<file path="config.mk">
export PLATFORM = sky130hd
export DESIGN_NAME = modsum_feeder_flat
export DESIGN_NICKNAME = d
export VERILOG_FILES = /design/src/rtl/modsum_feeder_if.sv /design/src/rtl/modsum_feeder.sv /design/src/flat_wrapper.sv
export SDC_FILE = /design/constraint.sdc
export NUM_CORES = 1
export LEC_CHECK = 0
export BUFFER_PORTS_ARGS = -buffer_cell sky130_fd_sc_hd__buf_2
export CAP_MARGIN = 20
export CORE_ASPECT_RATIO = 0.75
export CORE_UTILIZATION = 63
export CTS_CLUSTER_SIZE = 24
export DETAILED_ROUTE_END_ITERATION = 7
export PLACE_DENSITY = 0.85
export SLEW_MARGIN = 10
export SYNTH_ARGS = -nofsm -noshare
export SYNTH_HDL_FRONTEND = slang
export SYNTH_SLANG_ARGS = --single-unit
export TNS_END_PERCENT = 10
</file>
<file path="constraint.sdc">
create_clock -name clk -period 10.6 [get_ports clk]
set_input_delay 2.12 -clock clk [delete_from_list [all_inputs] [get_ports clk]]
set_output_delay 2.12 -clock clk [all_outputs]
set_load 0.02 [all_outputs]
</file>
<file path="src/rtl/modsum_feeder_if.sv">
// modsum_feeder_if: config, operand, clear and accumulator-side signals of the modulo accumulator front end
interface modsum_feeder_if #(parameter int W = 8);
  logic         cfg_valid;
  logic [W-1:0] cfg_p;
  logic         cfg_ready;
  logic         op_valid;
  logic [W-1:0] op_data;
  logic         op_ready;
  logic         clr;
  logic [W-1:0] acc_a;
  logic [W-1:0] acc_p_rev;
  logic         res_valid;
  logic [W-1:0] res_sum;
  logic         err_cfg;
  modport master (
    output cfg_valid, cfg_p, op_valid, op_data, clr,
    input  cfg_ready, op_ready, acc_a, acc_p_rev, res_valid, res_sum, err_cfg
  );
  modport slave (
    input  cfg_valid, cfg_p, op_valid, op_data, clr,
    output cfg_ready, op_ready, acc_a, acc_p_rev, res_valid, res_sum, err_cfg
  );
endinterface

</file>
<file path="src/rtl/modsum_feeder.sv">
// modsum_feeder: reduces operands below P, feeds the even lane of the modulo accumulator, tracks a shadow sum
module modsum_feeder #(parameter int W = 8) (
  input logic            clk,
  input logic            rst_n,
  modsum_feeder_if.slave io_if
);
  typedef enum logic {IDLE, RUN} state_t;
  state_t       r_state;
  logic [W-1:0] r_p, r_p_rev, r_hold, r_shadow, r_acc_a, r_d1_s, r_d2_s, r_res_sum;
  logic         r_hold_v, r_clr_pend, r_phase, r_d1_v, r_d2_v, r_res_v, r_err;
  logic         w_cfg_ready, w_op_ready, w_cfg_xfer, w_op_xfer, w_reduce, w_corr, w_issue_op, w_issue;
  logic [W-1:0] w_val, w_new;
  logic [W:0]   w_sum;
  assign w_cfg_ready = !r_hold_v && !r_clr_pend && r_shadow == '0 && !r_d1_v && !r_d2_v;
  assign w_op_ready  = r_state == RUN && !r_hold_v && !r_clr_pend;
  assign w_cfg_xfer  = io_if.cfg_valid && w_cfg_ready;
  assign w_op_xfer   = io_if.op_valid && w_op_ready;
  assign w_reduce    = r_hold_v && r_hold >= r_p;
  assign w_corr      = r_clr_pend && !r_hold_v && r_shadow != '0;
  assign w_issue_op  = r_phase && r_hold_v && !w_reduce;
  assign w_issue     = w_issue_op || (r_phase && w_corr);
  // with no operand held, the issued value is the clear correction
  assign w_val = r_hold_v ? r_hold : r_p - r_shadow;
  assign w_sum = {1'b0, r_shadow} + {1'b0, w_val};
  assign w_new = w_sum >= {1'b0, r_p} ? w_sum[W-1:0] - r_p : w_sum[W-1:0];
  always_ff @(posedge clk or negedge rst_n) begin
    if (!rst_n) begin
      r_state    <= IDLE;
      r_p        <= '0;
      r_p_rev    <= '1;
      r_hold     <= '0;
      r_hold_v   <= 1'b0;
      r_clr_pend <= 1'b0;
      r_shadow   <= '0;
      r_phase    <= 1'b0;
      r_acc_a    <= '0;
      r_d1_v     <= 1'b0;
      r_d1_s     <= '0;
      r_d2_v     <= 1'b0;
      r_d2_s     <= '0;
      r_res_v    <= 1'b0;
      r_res_sum  <= '0;
      r_err      <= 1'b0;
    end else begin
      r_phase <= ~r_phase;
      r_err   <= w_cfg_xfer && io_if.cfg_p < W'(2);
      if (w_cfg_xfer && io_if.cfg_p >= W'(2)) begin
        r_p     <= io_if.cfg_p;
        r_p_rev <= ~io_if.cfg_p;
        r_state <= RUN;
      end
      r_acc_a   <= w_issue ? w_val : '0;
      r_d1_v    <= w_issue;
      r_d1_s    <= w_new;
      r_d2_v    <= r_d1_v;
      r_d2_s    <= r_d1_s;
      r_res_v   <= r_d2_v;
      r_res_sum <= r_d2_v ? r_d2_s : r_res_sum;
      if (w_op_xfer) begin
        r_hold   <= io_if.op_data;
        r_hold_v <= 1'b1;
      end else if (w_reduce) begin
        r_hold <= r_hold - r_p;
      end else if (w_issue_op) begin
        r_hold_v <= 1'b0;
      end
      if (w_issue) r_shadow <= w_new;
      // a pending clear retires once nothing is held and either shadow is already 0 or the correction issues
      if (io_if.clr) r_clr_pend <= 1'b1;
      else if (r_clr_pend && !r_hold_v && (r_shadow == '0 || r_phase)) r_clr_pend <= 1'b0;
    end
  end
  assign io_if.cfg_ready = w_cfg_ready;
  assign io_if.op_ready  = w_op_ready;
  assign io_if.acc_a     = r_acc_a;
  assign io_if.acc_p_rev = r_p_rev;
  assign io_if.res_valid = r_res_v;
  assign io_if.res_sum   = r_res_sum;
  assign io_if.err_cfg   = r_err;
endmodule

</file>
<file path="src/flat_wrapper.sv">
// flat-port wrapper written by rule: the top's interface ports become plain ports
module modsum_feeder_flat 
#(parameter int W = 8)
  (clk, rst_n, io_if_cfg_valid, io_if_cfg_p, io_if_op_valid, io_if_op_data, io_if_clr, io_if_cfg_ready, io_if_op_ready, io_if_acc_a, io_if_acc_p_rev, io_if_res_valid, io_if_res_sum, io_if_err_cfg);
  modsum_feeder_if #(.W(W)) io_if_i ();
  input logic clk;
  input logic rst_n;
  input wire logic [$bits(io_if_i.cfg_valid)-1:0] io_if_cfg_valid;
  input wire logic [$bits(io_if_i.cfg_p)-1:0] io_if_cfg_p;
  input wire logic [$bits(io_if_i.op_valid)-1:0] io_if_op_valid;
  input wire logic [$bits(io_if_i.op_data)-1:0] io_if_op_data;
  input wire logic [$bits(io_if_i.clr)-1:0] io_if_clr;
  output wire logic [$bits(io_if_i.cfg_ready)-1:0] io_if_cfg_ready;
  output wire logic [$bits(io_if_i.op_ready)-1:0] io_if_op_ready;
  output wire logic [$bits(io_if_i.acc_a)-1:0] io_if_acc_a;
  output wire logic [$bits(io_if_i.acc_p_rev)-1:0] io_if_acc_p_rev;
  output wire logic [$bits(io_if_i.res_valid)-1:0] io_if_res_valid;
  output wire logic [$bits(io_if_i.res_sum)-1:0] io_if_res_sum;
  output wire logic [$bits(io_if_i.err_cfg)-1:0] io_if_err_cfg;
  assign io_if_i.cfg_valid = io_if_cfg_valid;
  assign io_if_i.cfg_p = io_if_cfg_p;
  assign io_if_i.op_valid = io_if_op_valid;
  assign io_if_i.op_data = io_if_op_data;
  assign io_if_i.clr = io_if_clr;
  assign io_if_cfg_ready = io_if_i.cfg_ready;
  assign io_if_op_ready = io_if_i.op_ready;
  assign io_if_acc_a = io_if_i.acc_a;
  assign io_if_acc_p_rev = io_if_i.acc_p_rev;
  assign io_if_res_valid = io_if_i.res_valid;
  assign io_if_res_sum = io_if_i.res_sum;
  assign io_if_err_cfg = io_if_i.err_cfg;
  modsum_feeder #(.W(W)) u_core (.clk(clk), .rst_n(rst_n), .io_if(io_if_i));
endmodule
</file>
Word-level counts from Yosys, hierarchy flattened --
Index checks and enable logic that the tools add are counted.
Word-level totals: register bits after elaboration 72, output and inout port bits 28
Operators by class: order comparisons 4, reduce and logical (&&, ||, !) cells 30, eq/ne operators 1, bitwise logic cells 2, add/sub/neg operators 4, muxes and demuxes 10
Operator list (number):
- two-way mux 8 bit | 5
- subtractor 8 bit | 3
- logical AND 1 bit | 17
- adder 8 x 8 -> 9 bit | 1
- greater-or-equal comparator 9 x 8 -> 1 bit | 1
- greater-or-equal comparator 8 x 2 -> 1 bit (second input constant) | 1
- greater-or-equal comparator 8 bit | 1
- zero test 8 bit | 1
- < comparator 8 x 2 -> 1 bit (second input constant) | 1
- NOT 8 bit | 1
- nonzero test 8 bit | 1
- nonzero test 2 bit | 3
- zero test 1 bit | 5
- two-way mux 1 bit | 5
- logical OR 1 bit | 2
- inequality test 2 x 1 -> 1 bit (second input constant) | 1
- AND reduction 2 bit | 1
- NOT 1 bit | 1

Longest topological paths before layout --
depth after elaboration 7, depth in mapped cells 21

Least setup slack after synthesis --
No wires, ideal clock.
path type register -> register, from register u_core.r_p[0], to register u_core.r_shadow[1], cell stages (with the launch flop) 22, clock period less this slack 4382 ps, arrival 4257 ps, data required time 10475 ps, setup time 125 ps, setup slack 6218 ps, buffers on the path 0, path through dfrtp_1 > inv_1 > ha_1 > inv_1 > fa_1 > a21o_1 > a21oi_1 > o21bai_1 > a2111oi_0 > a31oi_1 > nand3_1 > ha_1 > a21oi_1 > o211ai_1 > nand2_1 > xnor2_1 > ha_1 > nand4_1 > o21ai_0 > nor3b_4 > mux2_2 > mux2_2
Between the ends: cells in the longest elaborated chain, start to end 5, elaborated cells between the ends (all ways) 11, classes of those cells add/sub (3); order compare (2); mux (2); reduce/logical (4)
Ends and longest elaborated chain:
- start: declaration | line modsum_feeder.sv:9 | logic [W-1:0] r_p, r_p_rev, r_hold, r_shadow, r_acc_a, r_d1_s, r_d2_s, r_res_sum;
- start signal: assignment | line modsum_feeder.sv:48 | r_p <= io_if.cfg_p;
- subtractor 8 bit | line modsum_feeder.sv:23 | assign w_val = r_hold_v ? r_hold : r_p - r_shadow;
- two-way mux 8 bit | line modsum_feeder.sv:23
- adder 8 x 8 -> 9 bit | line modsum_feeder.sv:24 | assign w_sum = {1'b0, r_shadow} + {1'b0, w_val};
- subtractor 8 bit / greater-or-equal comparator 9 x 8 -> 1 bit (equally long branches) | line modsum_feeder.sv:25 | assign w_new = w_sum >= {1'b0, r_p} ? w_sum[W-1:0] - r_p : w_sum[W-1:0];
- two-way mux 8 bit * | line modsum_feeder.sv:25
- via u_core.w_new[1] | line modsum_feeder.sv:12 | logic [W-1:0] w_val, w_new;
- end signal: assignment | line modsum_feeder.sv:67 | if (w_issue) r_shadow <= w_new;
- end: declaration | line modsum_feeder.sv:9
The timed path passes the listed nets; every way through them passes the cells marked *. A chain may end at the register's enable or synchronous reset.

Worst setup path in the final report --
Same ends and word-level chain as after synthesis.

==> impl_metrics.yaml <==
layout:
  syn_to_final_growth_pct: 12.5
  nNetsFinal: 493
  n_fill_cell: 418
  fin_cells: 518
  n_antenna_cell: 0
  regArea_sq_um: 1810
  final_util_pct: 76.1
  multi_input_area_sq_um: 2100
  drive_gt1_share_pct: 25.7
power:
  swShare_pct: 23.0
  totalPowerFinal_mw: 0.502
  vdd_drop_max_mv: 0.103
  sequentialPowerShare_pct: 54.8
  p_comb_share_pct: 2.0
  switchingPower_mw: 0.115
  power_density_nw_per_um2: 110
  clkPwrFrac_pct: 43.2
  leakage_nw: 2.35
  internal-power_mw: 0.386
yosys:
  synthFlopType: "dfrtp_1"
  synth_edf_count: 0
  ys_ff_latch: 72
  ys_top_cells_by_area: "dfrtp_1, ha_1, mux2_2"
  synth_top_cell_by_area: "dfrtp_1"
  syn_nets: 441
  synth_seq_area_share_pct: 44.6
  ys_warn_count: 0
  syn_avg_cell_area_sq_um: 10.6
  synth_area_sq_um: 4060
  yosys.area.top_type_share_pct: 39.4
  synthArstFlopShare_pct: 100
  synth_cells: 383
  synth_cell_types: 53
clock_tree:
  cts_sinks: 72
  post_cts_resized: 0
  clock_latency_ns: 0.36
  cts_max_path_buffers: 2
  htreeDepth: 3
  cts_tree: "done"
  clkSlewWorstSetupHoldPaths_ns: 0.08
  cts_buffers: 9
  cts-root-buf: "clkbuf_8"
  hold_buffers: 0
  postCtsSetupBuffers: 0
detailed_routing:
  routed_via_density: 5.76
  drt_iter0_drc: 262
  drt_wl_total_um: 8730
  postRouteAntennaNets: 0
  wl_per_cell_um: 16.9
  drt_pre_antenna_iters: 4
  via_count: 2983
  post-route-drc-count: 0
global_routing:
  grt_antenna_before_repair: 0
  grt_pass1_wl_um: 14700
  grt_overflow: 0
  track_usage_pct: 29.2
  grt_start_max_net_pins: 73
  grt_pass1_vias: 2989
sta:
  fin_setup_tns_ns: 0
  rsz0062_at_grt: "false"
  finalHoldViolations: 0
  tightest_slew_ns: 0.869
  setup_viol: 0
  whs_ns: 0.362
  finClkSkew_ns: 0.0116
  fmax_mhz: 195
  final_max_slew_viol_count: 0
  slew_headroom_pct: 42.0
  fin_crit_ns: 5.13
  period_share_pct: 48.3
hold_path:
  worstHoldStart: "u_core.r_d1_s[4]"
  whs_endpoint: "u_core.r_d2_s[4]"
  whs_path_depth: 0
  hold_class: "flop to flop"
placed_design:
  place.gp.congestion: 0.898
  numPortBuffers: 48
  place_hpwl_um: 6630
  dp.cells: 501
job:
  cap_violations: 0
critical_path:
  worst_setup_path_start_kind: "flop"
  rrSetupSlack_ns: 5.47
  criticalPathCategory: "flop to flop"
  crit_required_ns: 10.84
  cp_data_arrival_time_ns: 5.37
  r2r-start: "u_core.r_p[0]"
  crit_fanout: 7
  r2r-end: "u_core.r_shadow[1]"
  critPathCaptureType: "flop"
  reg2reg_depth: 21
die:
  num_rows: 24
  die_w_um: 94.7
  ios: 49
  start_util_pct: 67.7
  die_area_sq_um: 6780
  core_sq_um: 6010
  dieHeight_um: 71.6
run_status:
  status: "completed"
through the flow:
| step | worst slack, ns | instance area (sq um) |
|---|---|---|
| 5_1_grt | 5.10 | 4570 |
| 3_3_place_gp | 5.61 | 4370 |
| 3_5_place_dp | 5.56 | 4370 |
| 2_1_floorplan | 6.22 | 4060 |
| 6_report | 5.47 | 4570 |
| 4_1_cts | 5.54 | 4560 |
cell usage in the layout (no fill, tap or decap), types with 14 or more instances in the layout:
cell | Yosys | layout
dfrtp_1 | 64 | 64
buf_2 | 3 | 48
ha_1 | 33 | 33
mux2_2 | 31 | 31
inv_1 | 30 | 30
nand2_1 | 30 | 30
o21ai_0 | 27 | 27
a21oi_1 | 23 | 23
nor2_1 | 21 | 21
xnor2_1 | 14 | 14
per-layer routing:
metal	vias to the layer above	track usage, %	wire length [um]
met5	-	0	0
met4	0	7.41	153
met3	13	7.01	545
met2	89	42.6	3800
met1	1421	44.1	4230
li1	1460	-	-
power by group through the flow:
stage               logic (mW)  clock network (mW)  registers, mW
finish                  0.0100               0.217          0.275
CTS                     0.0105               0.221          0.275
global placement       0.00995                   0          0.280
floorplan             0.000330                   0          0.280
detailed placement      0.0105                   0          0.280
global route            0.0118               0.233          0.275
layout make-up:
| type | instances | area share, % |
|---|---|---|
| multi-input cells | 272 | 45.9 |
| flip-flops and latches | 72 | 39.6 |
| repair buffers | 50 | 5.58 |
| clock inverters | 7 | 1.59 |
| well taps | 78 | 2.13 |
| clock buffers | 9 | 2.71 |
| inverters | 30 | 2.46 |
worst max-delay path: stages (launching register included):
cell and delay, ns:
dfrtp_1 0.43, inv_1 0.08, ha_1 0.15, inv_1 0.06, fa_1 0.41, a21o_1 0.18, a21oi_1 0.22, o21bai_1 0.13
a2111oi_0 0.43, a31oi_1 0.11, nand3_1 0.14, ha_1 0.26, a21oi_1 0.20, o211ai_1 0.14, nand2_1 0.10, xnor2_1 0.15
ha_1 0.32, nand4_1 0.14, o21ai_0 0.21, nor3b_4 0.49, mux2_2 0.40, mux2_2 0.26
cells by family after synthesis:
| kind of cell | share of synthesized area, % |
|---|---|
| and+or+nand+nor | 11.9 |
| xor gates and xnor gates | 4.09 |
| muxes | 9.82 |
| DFF | 44.6 |
| buffers and inverters | 3.79 |
| AOI/OAI and AO/OA | 13.7 |
| adders and majority gates | 12.1 |
cell usage after synthesis, drive strengths merged, types with 2 or more instances:
library cell / count
nor3: 4
o311ai: 2
o311a: 2
nor4: 3
a31oi: 6
buf: 4
xor2: 5
a21oi: 23
and2: 2
mux2i: 5
nand3: 3
nand4: 3
nand2: 30
a211oi: 5
mux2: 31
o21a: 3
nand3b: 2
nor2: 21
o21bai: 3
o211ai: 2
nor2b: 3
and3: 4
a21boi: 2
xnor2: 14
dfstp: 8
a21o: 6
nand2b: 6
or4: 3
inv: 30
o21ai: 27
fa: 4
dfrtp: 64
clkbuf: 5
ha: 33
nor3b: 5
worst max-delay path by stage:
stage / start / end / slack, ns / cells past startpoint
2_1_floorplan: u_core.r_p[0] / u_core.r_shadow[1] / 6.22 / 21
3_3_place_gp: u_core.r_p[0] / u_core.r_shadow[1] / 5.61 / 21
3_5_place_dp: u_core.r_p[0] / u_core.r_shadow[3] / 5.56 / 21
4_1_cts: u_core.r_p[0] / u_core.r_shadow[3] / 5.54 / 21
5_1_grt: u_core.r_p[0] / u_core.r_shadow[1] / 5.10 / 21
6_report: u_core.r_p[0] / u_core.r_shadow[1] / 5.47 / 21
sequential cells by signal, indices dropped and copies added, names as in the netlist, 8 cells and up:
| register | flops |
|---|---|
| u_core.io_if.acc_a | 8 |
| u_core.io_if.acc_p_rev | 8 |
| u_core.io_if.res_sum | 8 |
| u_core.r_d1_s | 8 |
| u_core.r_d2_s | 8 |
| u_core.r_hold | 8 |
| u_core.r_p | 8 |
| u_core.r_shadow | 8 |
Note: power is estimated with default switching activity, not from simulation.
